<file path="src/rtl/uart_reg_bank_if.sv">
// APB slave bus bundle for uart_reg_bank; signal suffixes are from the slave's point of view.
interface uart_reg_bank_if #(parameter int ADDR_W = 12);
    logic              psel_i;
    logic              penable_i;
    logic              pwrite_i;
    logic [ADDR_W-1:0] paddr_i;
    logic [31:0]       pwdata_i;
    logic [3:0]        pstrb_i;
    logic [31:0]       prdata_o;
    logic              pready_o;
    logic              pslverr_o;

    modport master (
        output psel_i, penable_i, pwrite_i, paddr_i, pwdata_i, pstrb_i,
        input  prdata_o, pready_o, pslverr_o
    );
    modport slave (
        input  psel_i, penable_i, pwrite_i, paddr_i, pwdata_i, pstrb_i,
        output prdata_o, pready_o, pslverr_o
    );
endinterface

</file>
<file path="src/rtl/uart_reg_bank.sv">
// UART register bank: APB registers, TX/RX byte FIFOs, sticky status and line configuration.
// Optional interrupt logic is built when UART_REG_BANK_IRQ_EN is defined.
module uart_reg_bank #(
    parameter int FIFO_DEPTH = 8,
    parameter int ADDR_W     = 12
) (
    input  logic             clk,
    input  logic             reset_n,
    uart_reg_bank_if.slave   apb,
    output logic [7:0]       tx_data_o,
    output logic             tx_valid_o,
    input  logic             tx_ready_i,
    input  logic [7:0]       rx_data_i,
    input  logic             rx_valid_i,
    input  logic             parity_error_i,
    output logic [1:0]       data_bit_num_o,
    output logic             stop_bit_num_o,
    output logic             parity_en_o,
    output logic             parity_type_o,
    output logic             irq_o
);
    localparam int AW = $clog2(FIFO_DEPTH);
    localparam logic [AW:0] FULL_CNT = (AW+1)'(FIFO_DEPTH);
    localparam logic [2:0] REG_TX = 3'd0, REG_RX = 3'd1, REG_CFG = 3'd2,
                           REG_CTRL = 3'd3, REG_STT = 3'd4, REG_IER = 3'd5;

    // Index 0 is the TX FIFO, index 1 the RX FIFO.
    logic [1:0]         fifo_push, fifo_pop, fifo_flush;
    logic [1:0][7:0]    fifo_din, fifo_head;
    logic [1:0][AW:0]   fifo_cnt;

    logic [4:0] cfg_reg;
    logic       tx_en_reg, perr_reg, ovr_reg;
    logic       access, mapped, err, acc_ok;
    logic [2:0] word_idx;
    logic [31:0] rdata;
    logic       tx_empty, tx_full, rx_empty, rx_full;
    logic       wr_cfg, wr_ctrl, wr_stt, ovr_set;
    logic       unused_bits;

    genvar gi;
    generate
        for (gi = 0; gi < 2; gi++) begin : g_fifo
            logic [7:0]    mem [FIFO_DEPTH];
            logic [AW-1:0] wr_ptr_reg, rd_ptr_reg;
            logic [AW:0]   cnt_reg;

            always_ff @(posedge clk) begin
                if (fifo_push[gi] && !fifo_flush[gi])
                    mem[wr_ptr_reg] <= fifo_din[gi];
            end

            always_ff @(posedge clk or negedge reset_n) begin
                if (!reset_n) begin
                    wr_ptr_reg <= '0;
                    rd_ptr_reg <= '0;
                    cnt_reg    <= '0;
                end else if (fifo_flush[gi]) begin
                    wr_ptr_reg <= '0;
                    rd_ptr_reg <= '0;
                    cnt_reg    <= '0;
                end else begin
                    if (fifo_push[gi]) wr_ptr_reg <= wr_ptr_reg + 1'b1;
                    if (fifo_pop[gi])  rd_ptr_reg <= rd_ptr_reg + 1'b1;
                    cnt_reg <= cnt_reg + {{AW{1'b0}}, fifo_push[gi]} - {{AW{1'b0}}, fifo_pop[gi]};
                end
            end

            assign fifo_head[gi] = mem[rd_ptr_reg];
            assign fifo_cnt[gi]  = cnt_reg;
        end
    endgenerate

    assign tx_empty = (fifo_cnt[0] == '0);
    assign tx_full  = (fifo_cnt[0] == FULL_CNT);
    assign rx_empty = (fifo_cnt[1] == '0);
    assign rx_full  = (fifo_cnt[1] == FULL_CNT);

    // Address decode: only word-aligned offsets 0x00..0x14 with zero upper bits hit.
    assign access   = apb.psel_i & apb.penable_i;
    assign word_idx = apb.paddr_i[4:2];
    assign mapped   = (apb.paddr_i[ADDR_W-1:5] == '0) && (apb.paddr_i[1:0] == 2'b00)
                      && (word_idx <= REG_IER);

    always_comb begin
        err = 1'b0;
        if (!mapped) begin
            err = 1'b1;
        end else begin
            case (word_idx)
                REG_TX:  err = apb.pwrite_i & apb.pstrb_i[0] & tx_full;
                REG_RX:  err = apb.pwrite_i | rx_empty;
                default: err = 1'b0;
            endcase
        end
    end

    assign acc_ok  = access & ~err;
    assign wr_cfg  = acc_ok & apb.pwrite_i & (word_idx == REG_CFG)  & apb.pstrb_i[0];
    assign wr_ctrl = acc_ok & apb.pwrite_i & (word_idx == REG_CTRL) & apb.pstrb_i[0];
    assign wr_stt  = acc_ok & apb.pwrite_i & (word_idx == REG_STT)  & apb.pstrb_i[0];

    assign fifo_din[0]   = apb.pwdata_i[7:0];
    assign fifo_push[0]  = acc_ok & apb.pwrite_i & (word_idx == REG_TX) & apb.pstrb_i[0];
    assign fifo_pop[0]   = tx_valid_o & tx_ready_i;
    assign fifo_flush[0] = wr_ctrl & apb.pwdata_i[1];

    // A full RX FIFO still accepts a byte when a read pops in the same cycle.
    assign fifo_din[1]   = rx_data_i;
    assign fifo_pop[1]   = acc_ok & ~apb.pwrite_i & (word_idx == REG_RX);
    assign fifo_push[1]  = rx_valid_i & (~rx_full | fifo_pop[1]);
    assign fifo_flush[1] = wr_ctrl & apb.pwdata_i[2];
    assign ovr_set       = rx_valid_i & rx_full & ~fifo_pop[1];

    always_ff @(posedge clk or negedge reset_n) begin
        if (!reset_n) begin
            cfg_reg   <= '0;
            tx_en_reg <= 1'b0;
            perr_reg  <= 1'b0;
            ovr_reg   <= 1'b0;
        end else begin
            if (wr_cfg)  cfg_reg   <= apb.pwdata_i[4:0];
            if (wr_ctrl) tx_en_reg <= apb.pwdata_i[0];
            perr_reg <= parity_error_i | (perr_reg & ~(wr_stt & apb.pwdata_i[4]));
            ovr_reg  <= ovr_set        | (ovr_reg  & ~(wr_stt & apb.pwdata_i[5]));
        end
    end

`ifdef UART_REG_BANK_IRQ_EN
    logic [3:0] ier_reg;
    logic       irq_reg;
    always_ff @(posedge clk or negedge reset_n) begin
        if (!reset_n) begin
            ier_reg <= '0;
            irq_reg <= 1'b0;
        end else begin
            if (acc_ok && apb.pwrite_i && (word_idx == REG_IER) && apb.pstrb_i[0])
                ier_reg <= apb.pwdata_i[3:0];
            irq_reg <= |(ier_reg & {ovr_reg, perr_reg, ~rx_empty, tx_empty});
        end
    end
    assign irq_o = irq_reg;
`else
    assign irq_o = 1'b0;
`endif

    always_comb begin
        rdata = 32'h0;
        case (word_idx)
            REG_RX:   rdata = {24'h0, fifo_head[1]};
            REG_CFG:  rdata = {27'h0, cfg_reg};
            REG_CTRL: rdata = {31'h0, tx_en_reg};
            REG_STT:  rdata = {8'h0, 8'(fifo_cnt[1]), 8'(fifo_cnt[0]), 2'b00, ovr_reg, perr_reg,
                               rx_empty, rx_full, tx_empty, tx_full};
`ifdef UART_REG_BANK_IRQ_EN
            REG_IER:  rdata = {28'h0, ier_reg};
`endif
            default:  rdata = 32'h0;
        endcase
    end

    // Response is also forced quiet while reset is held.
    assign apb.prdata_o  = (reset_n && acc_ok && !apb.pwrite_i) ? rdata : 32'h0;
    assign apb.pslverr_o = reset_n & access & err;
    assign apb.pready_o  = 1'b1;

    assign tx_valid_o     = tx_en_reg & ~tx_empty;
    assign tx_data_o      = tx_empty ? 8'h00 : fifo_head[0];
    assign data_bit_num_o = cfg_reg[1:0];
    assign stop_bit_num_o = cfg_reg[2];
    assign parity_en_o    = cfg_reg[3];
    assign parity_type_o  = cfg_reg[4];

    assign unused_bits = ^{apb.pwdata_i[31:8], apb.pstrb_i[3:1]};
endmodule

</file>
<file path="src/flat_wrapper.sv">
// flat-port wrapper written by rule: the top's interface ports become plain ports
module uart_reg_bank_flat 
#(
    parameter int FIFO_DEPTH = 8,
    parameter int ADDR_W     = 12
)
  (clk, reset_n, tx_data_o, tx_valid_o, tx_ready_i, rx_data_i, rx_valid_i, parity_error_i, data_bit_num_o, stop_bit_num_o, parity_en_o, parity_type_o, irq_o, apb_psel_i, apb_penable_i, apb_pwrite_i, apb_paddr_i, apb_pwdata_i, apb_pstrb_i, apb_prdata_o, apb_pready_o, apb_pslverr_o);
  uart_reg_bank_if #(.ADDR_W(ADDR_W)) apb_i ();
  input  logic clk;
  input  logic reset_n;
  output logic [7:0] tx_data_o;
  output logic tx_valid_o;
  input  logic tx_ready_i;
  input  logic [7:0] rx_data_i;
  input  logic rx_valid_i;
  input  logic parity_error_i;
  output logic [1:0] data_bit_num_o;
  output logic stop_bit_num_o;
  output logic parity_en_o;
  output logic parity_type_o;
  output logic irq_o;
  input wire logic [$bits(apb_i.psel_i)-1:0] apb_psel_i;
  input wire logic [$bits(apb_i.penable_i)-1:0] apb_penable_i;
  input wire logic [$bits(apb_i.pwrite_i)-1:0] apb_pwrite_i;
  input wire logic [$bits(apb_i.paddr_i)-1:0] apb_paddr_i;
  input wire logic [$bits(apb_i.pwdata_i)-1:0] apb_pwdata_i;
  input wire logic [$bits(apb_i.pstrb_i)-1:0] apb_pstrb_i;
  output wire logic [$bits(apb_i.prdata_o)-1:0] apb_prdata_o;
  output wire logic [$bits(apb_i.pready_o)-1:0] apb_pready_o;
  output wire logic [$bits(apb_i.pslverr_o)-1:0] apb_pslverr_o;
  assign apb_i.psel_i = apb_psel_i;
  assign apb_i.penable_i = apb_penable_i;
  assign apb_i.pwrite_i = apb_pwrite_i;
  assign apb_i.paddr_i = apb_paddr_i;
  assign apb_i.pwdata_i = apb_pwdata_i;
  assign apb_i.pstrb_i = apb_pstrb_i;
  assign apb_prdata_o = apb_i.prdata_o;
  assign apb_pready_o = apb_i.pready_o;
  assign apb_pslverr_o = apb_i.pslverr_o;
  uart_reg_bank #(.FIFO_DEPTH(FIFO_DEPTH), .ADDR_W(ADDR_W)) u_core (.clk(clk), .reset_n(reset_n), .apb(apb_i), .tx_data_o(tx_data_o), .tx_valid_o(tx_valid_o), .tx_ready_i(tx_ready_i), .rx_data_i(rx_data_i), .rx_valid_i(rx_valid_i), .parity_error_i(parity_error_i), .data_bit_num_o(data_bit_num_o), .stop_bit_num_o(stop_bit_num_o), .parity_en_o(parity_en_o), .parity_type_o(parity_type_o), .irq_o(irq_o));
endmodule
</file>
<file path="config.mk">
export PLATFORM = sky130hd
export DESIGN_NAME = uart_reg_bank_flat
export DESIGN_NICKNAME = d
export VERILOG_FILES = /design/src/rtl/uart_reg_bank_if.sv /design/src/rtl/uart_reg_bank.sv /design/src/flat_wrapper.sv
export SDC_FILE = /design/constraint.sdc
export NUM_CORES = 1
export LEC_CHECK = 0
export CAP_MARGIN = 15
export CORE_AREA = 4 4 139 141
export DETAILED_ROUTE_END_ITERATION = 16
export DIE_AREA = 0 0 143 145
export GPL_TIMING_DRIVEN = 0
export HOLD_SLACK_MARGIN = 0.12
export PLACE_DENSITY_LB_ADDON = 0.2
export SYNTH_ARGS = -nofsm -noshare
export SYNTH_HDL_FRONTEND = slang
export SYNTH_SLANG_ARGS = --single-unit
</file>
<file path="constraint.sdc">
create_clock -name clk -period 3.8 [get_ports clk]
set_clock_uncertainty 0.15 [all_clocks]
set_input_delay 0.57 -clock clk [delete_from_list [all_inputs] [get_ports clk]]
set_output_delay 0.57 -clock clk [all_outputs]
set_load 0.005 [all_outputs]
</file>
; ---- Word-level counts from Yosys, hierarchy flattened
; Memories as Yosys holds them, arrays and structs flattened.
; Index checks and enable logic that the tools add are counted.
[word_totals]
memories = 2
out_inout_bits = 49
register_bits = 28
inputBits = 64
ram_bits = 128
[classes]
add_sub_neg = 8
n_reduce_logical = 18
muxes = 19
bitwise = 39
n_lt_le_gt_ge = 1
n_eq_ne = 6
[memory_table]
columns = name, depth, word_bits, rd, rd_clocked_by_memory_dff, write_ports, line_no
row1 = u_core.g_fifo[0].mem, 8, 8, 1, 0, 1, uart_reg_bank.sv:44  ; logic [7:0] mem [FIFO_DEPTH];
row2 = u_core.g_fifo[1].mem, 8, 8, 1, 0, 1, uart_reg_bank.sv:44
[ops]
columns = operator, n
row1 = one-hot mux 20 bit (4 select lines), 1
row2 = bitwise AND 1 bit, 28
row3 = two-way mux 3 bit, 8
row4 = two-way mux 20 bit, 1
row5 = "adder 3 x 1 -> 3 bit, second input constant", 4
row6 = adder 4 x 1 -> 4 bit, 2
row7 = "equality test 4 bit, second input constant", 2
row8 = logical NOT 4 bit, 2
row9 = two-way mux 4 bit, 2
row10 = two-way mux 8 bit, 1
row11 = nonzero test 2 bit, 4
row12 = subtractor 4 x 1 -> 4 bit, 2
row13 = logical NOT 7 bit, 1
row14 = NOT 1 bit, 7
row15 = "equality test 3 x 2 -> 1 bit, second input constant", 2
row16 = logical AND 1 bit, 6
row17 = two-way mux 1 bit, 5
row18 = OR 1 bit, 4
row19 = "equality test 3 x 1 -> 1 bit, second input constant", 1
row20 = "equality test 3 bit, second input constant", 1
row21 = "less-or-equal comparator 3 bit, second input constant", 1
row22 = logical NOT 1 bit, 3
row23 = logical NOT 3 bit, 1
row24 = logical NOT 2 bit, 1
row25 = one-hot mux 1 bit (2 select lines), 1

; ---- Longest topological paths before layout
[logic_depth]
depth_word = 14
mapped_depth = 13
ltp_nobuf = 12

; ---- Least setup slack after synthesis
; OpenSTA, ideal clock, no wires.
[synth_path]
kind = input to register
start = in apb_paddr_i[3]
end = mem u_core.g_fifo[0].mem[0][0], enable pin
path_stages = 5
arrival_time_ns = 2.428
path_buffers = 1
slack_ns = 0.828
t_required_ns = 3.255
path_cell_list = clkbuf_1 -> or2_2 -> nor3_1 -> nand3_1 -> nor4_1
[synth_between]
elab_chain_cells = 13
[synth_rtl]
columns = item, line_no
row1 = start: declaration, flat_wrapper.sv:25  ; input wire logic [$bits(apb_i.paddr_i)-1:0] apb_paddr_i;
row2 = "less-or-equal comparator 3 bit, or another cell as far along", uart_reg_bank.sv:83  ; && (word_idx <= REG_IER);
row3 = logical AND 1 bit / one-hot mux 1 bit (2 select lines) (equally long branches), "uart_reg_bank.sv:83, uart_reg_bank.sv:90"
row4 = two-way mux 1 bit, uart_reg_bank.sv:87  ; if (!mapped) begin
row5 = NOT 1 bit, uart_reg_bank.sv:98  ; assign acc_ok = access & ~err;
row6 = bitwise AND 1 bit, uart_reg_bank.sv:98
row7 = bitwise AND 1 bit, "uart_reg_bank.sv:100, uart_reg_bank.sv:104"
row8 = bitwise AND 1 bit (2 in series), uart_reg_bank.sv:100  ; assign wr_ctrl = acc_ok & apb.pwrite_i & (word_idx == REG_CTRL) & apb.pstrb_i[0];
row9 = bitwise AND 1 bit, uart_reg_bank.sv:106  ; assign fifo_flush[0] = wr_ctrl & apb.pwdata_i[1];
row10 = logical NOT 1 bit, uart_reg_bank.sv:49  ; if (fifo_push[gi] && !fifo_flush[gi])
row11 = logical AND 1 bit (*), uart_reg_bank.sv:49
row12 = two-way mux 1 bit (*), uart_reg_bank.sv:49
row13 = two-way mux 1 bit (implied by the code) (*), uart_reg_bank.sv:50  ; mem[wr_ptr_reg] <= fifo_din[gi];
row14 = end: declaration, uart_reg_bank.sv:44
; Every way passes the cells marked *; elsewhere a longest branch is shown, timed or not.

; ---- Worst setup path in the final report
[layout_path]
start = in apb_paddr_i[3]
end = out apb_prdata_o[5]
[layout_between]
elab_chain_cells = 8
[layout_rtl]
columns = item, line_no
row1 = "less-or-equal comparator 3 bit, or another cell as far along", uart_reg_bank.sv:83
row2 = logical AND 1 bit / one-hot mux 1 bit (2 select lines) (equally long branches), "uart_reg_bank.sv:83, uart_reg_bank.sv:90"
row3 = two-way mux 1 bit, uart_reg_bank.sv:87
row4 = NOT 1 bit, uart_reg_bank.sv:98
row5 = bitwise AND 1 bit, uart_reg_bank.sv:98
row6 = logical AND 1 bit (2 in series), uart_reg_bank.sv:163  ; assign apb.prdata_o = (reset_n && acc_ok && !apb.pwrite_i) ? rdata : 32'h0;
row7 = two-way mux 20 bit (*), uart_reg_bank.sv:163
row8 = end: declaration, flat_wrapper.sv:28  ; output wire logic [$bits(apb_i.prdata_o)-1:0] apb_prdata_o;
; Marks and branches as above.

==> out/metrics.cfg <==
[drt]
firstDrtPassIters=4
drtIter0Drc=203
drc=0
wl_um=15600
num_vias=4229
vias_per_cell=5.23
post_drt_wl_per_cell_um=19.3
antenna_left=0

[timing]
finalSetupTns_ps=0
worst_pin_slew_ps=900
fin_crit_sh=0.972
post-route-min-period_ps=3690
rsz0062_at_grt=true
setup_slack_ps=107
maxSlewViolCount=0
whs_ps=385
fmax_mhz=271
finalSetupViolCount=0
slew-limit-headroom=0.397
hold_violations=0

[floorplan]
row_count=49
die_h_um=145
ioPinCount=113
coreArea_sq_um=18000
die_area_sq_um=20700
start_util=0.396
die_w_um=143

[place]
dp_hpwl_um=11300
placed_cells=774
place.gp.congestion=0.816
numPortBuffers=66
preCtsSetupSlack_ps=-451

[hold_path]
min_to=u_core.cfg_reg[4]
hp-class=flip-flop to flip-flop
min_from=u_core.cfg_reg[4]
hold_depth=1

[yosys]
synth_top_family_by_area=multiplexers
synthDistinctLibCells=51
synthSimpleGateAreaFrac=0.0984
synth_edf_count=128
synthAdderAreaFrac=0.0338
synth_compound_area_frac=0.0426
synthXorXnorAreaFrac=0.00739
ys_seq_elements=156
synth_warnings=0
async_flop_share=0.179
synth_flop_cell=edfxtp_1
synthesis.area_sq_um=7110
muxShareOfSynthArea=0.139
ys_seq_area_frac=0.639
synth_cells=456
synth_area_per_cell_sq_um=15.6

[pwr]
powerDensity_nw_per_um2=487
max-vdd-ir-drop_mv=0.409
leakage_nw=3.14

[global_route]
antenna_found_initial=1
overflow=0
grt_pass1_vias=4460
grt_usage=0.158
grt_max_degree=29
grt_pass1_wl_um=24800

[worst_setup_path]
crit_path_end_kind=primary output
cp_slowest_cell=clkdlybuf4s50_1
regToRegEndpoint=u_core.g_fifo[0].cnt_reg[2]
cp_max_fo=10
crit_arrival_ps=2970
r2r_start=u_core.g_fifo[1].cnt_reg[2]
max_stage_delay_ps=570
cp_common_cell=clkdlybuf4s50_1
rr_worst_depth=11
critPathKind=primary input to primary output
cp.required_ps=3080
crit_path_start_kind=primary input
crit_chain=clkdlybuf4s50_1, buf_2, a211oi_1, and4_2, nand3_4, nor3_2, clkdlybuf4s50_1
r2r_slack_ps=530

[final_layout]
drive_gt1_frac=0.222
final_util=0.495
fin_nets=649
n_antenna_cell=0
largest_register_ffs=128
syn2layout_area_growth_pct=25.1
num-fill-cells=1522
instances_no_fill=809

[job]
cap_violations=0

[cts]
cts_tree=done
cts_sinks=156
clockBufferDepth=2
clk_pin_slew_ps=60
cts_root_buf=clkbuf_16
htreeDepth=4
cts_made_buffers=17
insertion_delay_ps=420

[status]
outcome=finished clean

routing by layer:
| layer | track usage | vias up | wire length (um) |
|---|---|---|---|
| met5 | 0 | - | 13 |
| met4 | 0.0646 | 2 | 406 |
| met3 | 0.0355 | 33 | 711 |
| met2 | 0.277 | 104 | 8400 |
| met1 | 0.188 | 2120 | 6120 |
| li1 | - | 1970 | - |
kinds of logic (layout without fill, tap and decap cells):
family,after synthesis,in the layout
DFF,156,156
and+or+nand+nor,117,117
muxes,58,58
buffers and inverters,52,160
AOI/OAI and AO/OA,47,47
adders and majority gates,18,18
xor gates and xnor gates,6,6
other,2,18
stage by stage:
step / power, mW / instance area, sq um
6_report: 4.33 / 8900
5_1_grt: 4.52 / 8900
4_1_cts: 4.37 / 8880
3_5_place_dp: 2.68 / 8200
3_3_place_gp: 2.63 / 8120
2_1_floorplan: 2.47 / 7170
what timing repair did:
action,CTS,global route
endpoints found under the setup margin,9,19
setup buffers,0,0
gates resized for setup,12,8
hold buffers,2,0
hold endpoints to repair,28,0
how the worst max path moves through the flow:
stage	start	endpoint	slack (ps)	cells past startpoint
floorplan	apb_paddr_i[3]	u_core.g_fifo[0].mem[0][0]	830	5
global placement	apb_paddr_i[3]	u_core.g_fifo[1].mem[3][2]	-850	6
detailed placement	apb_paddr_i[3]	apb_prdata_o[3]	-450	7
CTS	apb_paddr_i[3]	apb_prdata_o[5]	40	7
global route	apb_paddr_i[3]	apb_prdata_o[5]	-40	7
finish	apb_paddr_i[3]	apb_prdata_o[5]	110	7
cell usage in the layout (no fill, tap or decap), drive strengths merged, types with 8 or more instances in the layout:
cell type / n
clkbuf: 29
edfxtp: 128
nor2: 27
conb: 18
mux4: 32
a22oi: 9
inv: 17
clkdlybuf4s50: 65
buf: 38
ha: 16
mux2i: 18
o21ai: 11
mux2: 8
dfrtp: 28
nor3: 15
and2: 10
nand3: 8
a21oi: 9
nor2b: 9
critical path, delay by kind of cell:
family          cells  cell delay [ps]
buf+inv             3             1320
simple gates        3              820
compound gates      1              270
cells in the mapped netlist (10+ instances only):
cell type	instances	share of area
edfxtp_1	128	0.54
mux4_2	32	0.10
dfrtp_1	28	0.099
nor2_1	27	0.014
buf_4	18	0.019
mux2i_1	18	0.025
ha_1	16	0.028
inv_1	15	0.0079
nor3_1	15	0.011
o21ai_0	11	0.0077
and2_1	10	0.0088
clkbuf_1	10	0.0053
cell type report:
| type | instances | area, sq um | share of cell area |
|---|---|---|---|
| clock inverters | 12 | 145 | 0.0163 |
| clock buffers | 20 | 437 | 0.0491 |
| well taps | 229 | 287 | 0.0322 |
| flip-flops and latches | 156 | 4540 | 0.511 |
| plain buffers | 37 | 221 | 0.0249 |
| multi-input cells | 264 | 2460 | 0.277 |
| inverters | 15 | 56.3 | 0.00633 |
| repair buffers | 76 | 741 | 0.0833 |
report_power, final:
group	switching (mW)	leakage, nW	total [mW]	internal, mW
Clock	0.644	0.281	1.67	1.03
Sequential	0.0826	1.51	2.09	2.01
Combinational	0.304	1.35	0.564	0.259
Total	1.03	3.14	4.33	3.30
(Power assumes the default switching activity.)
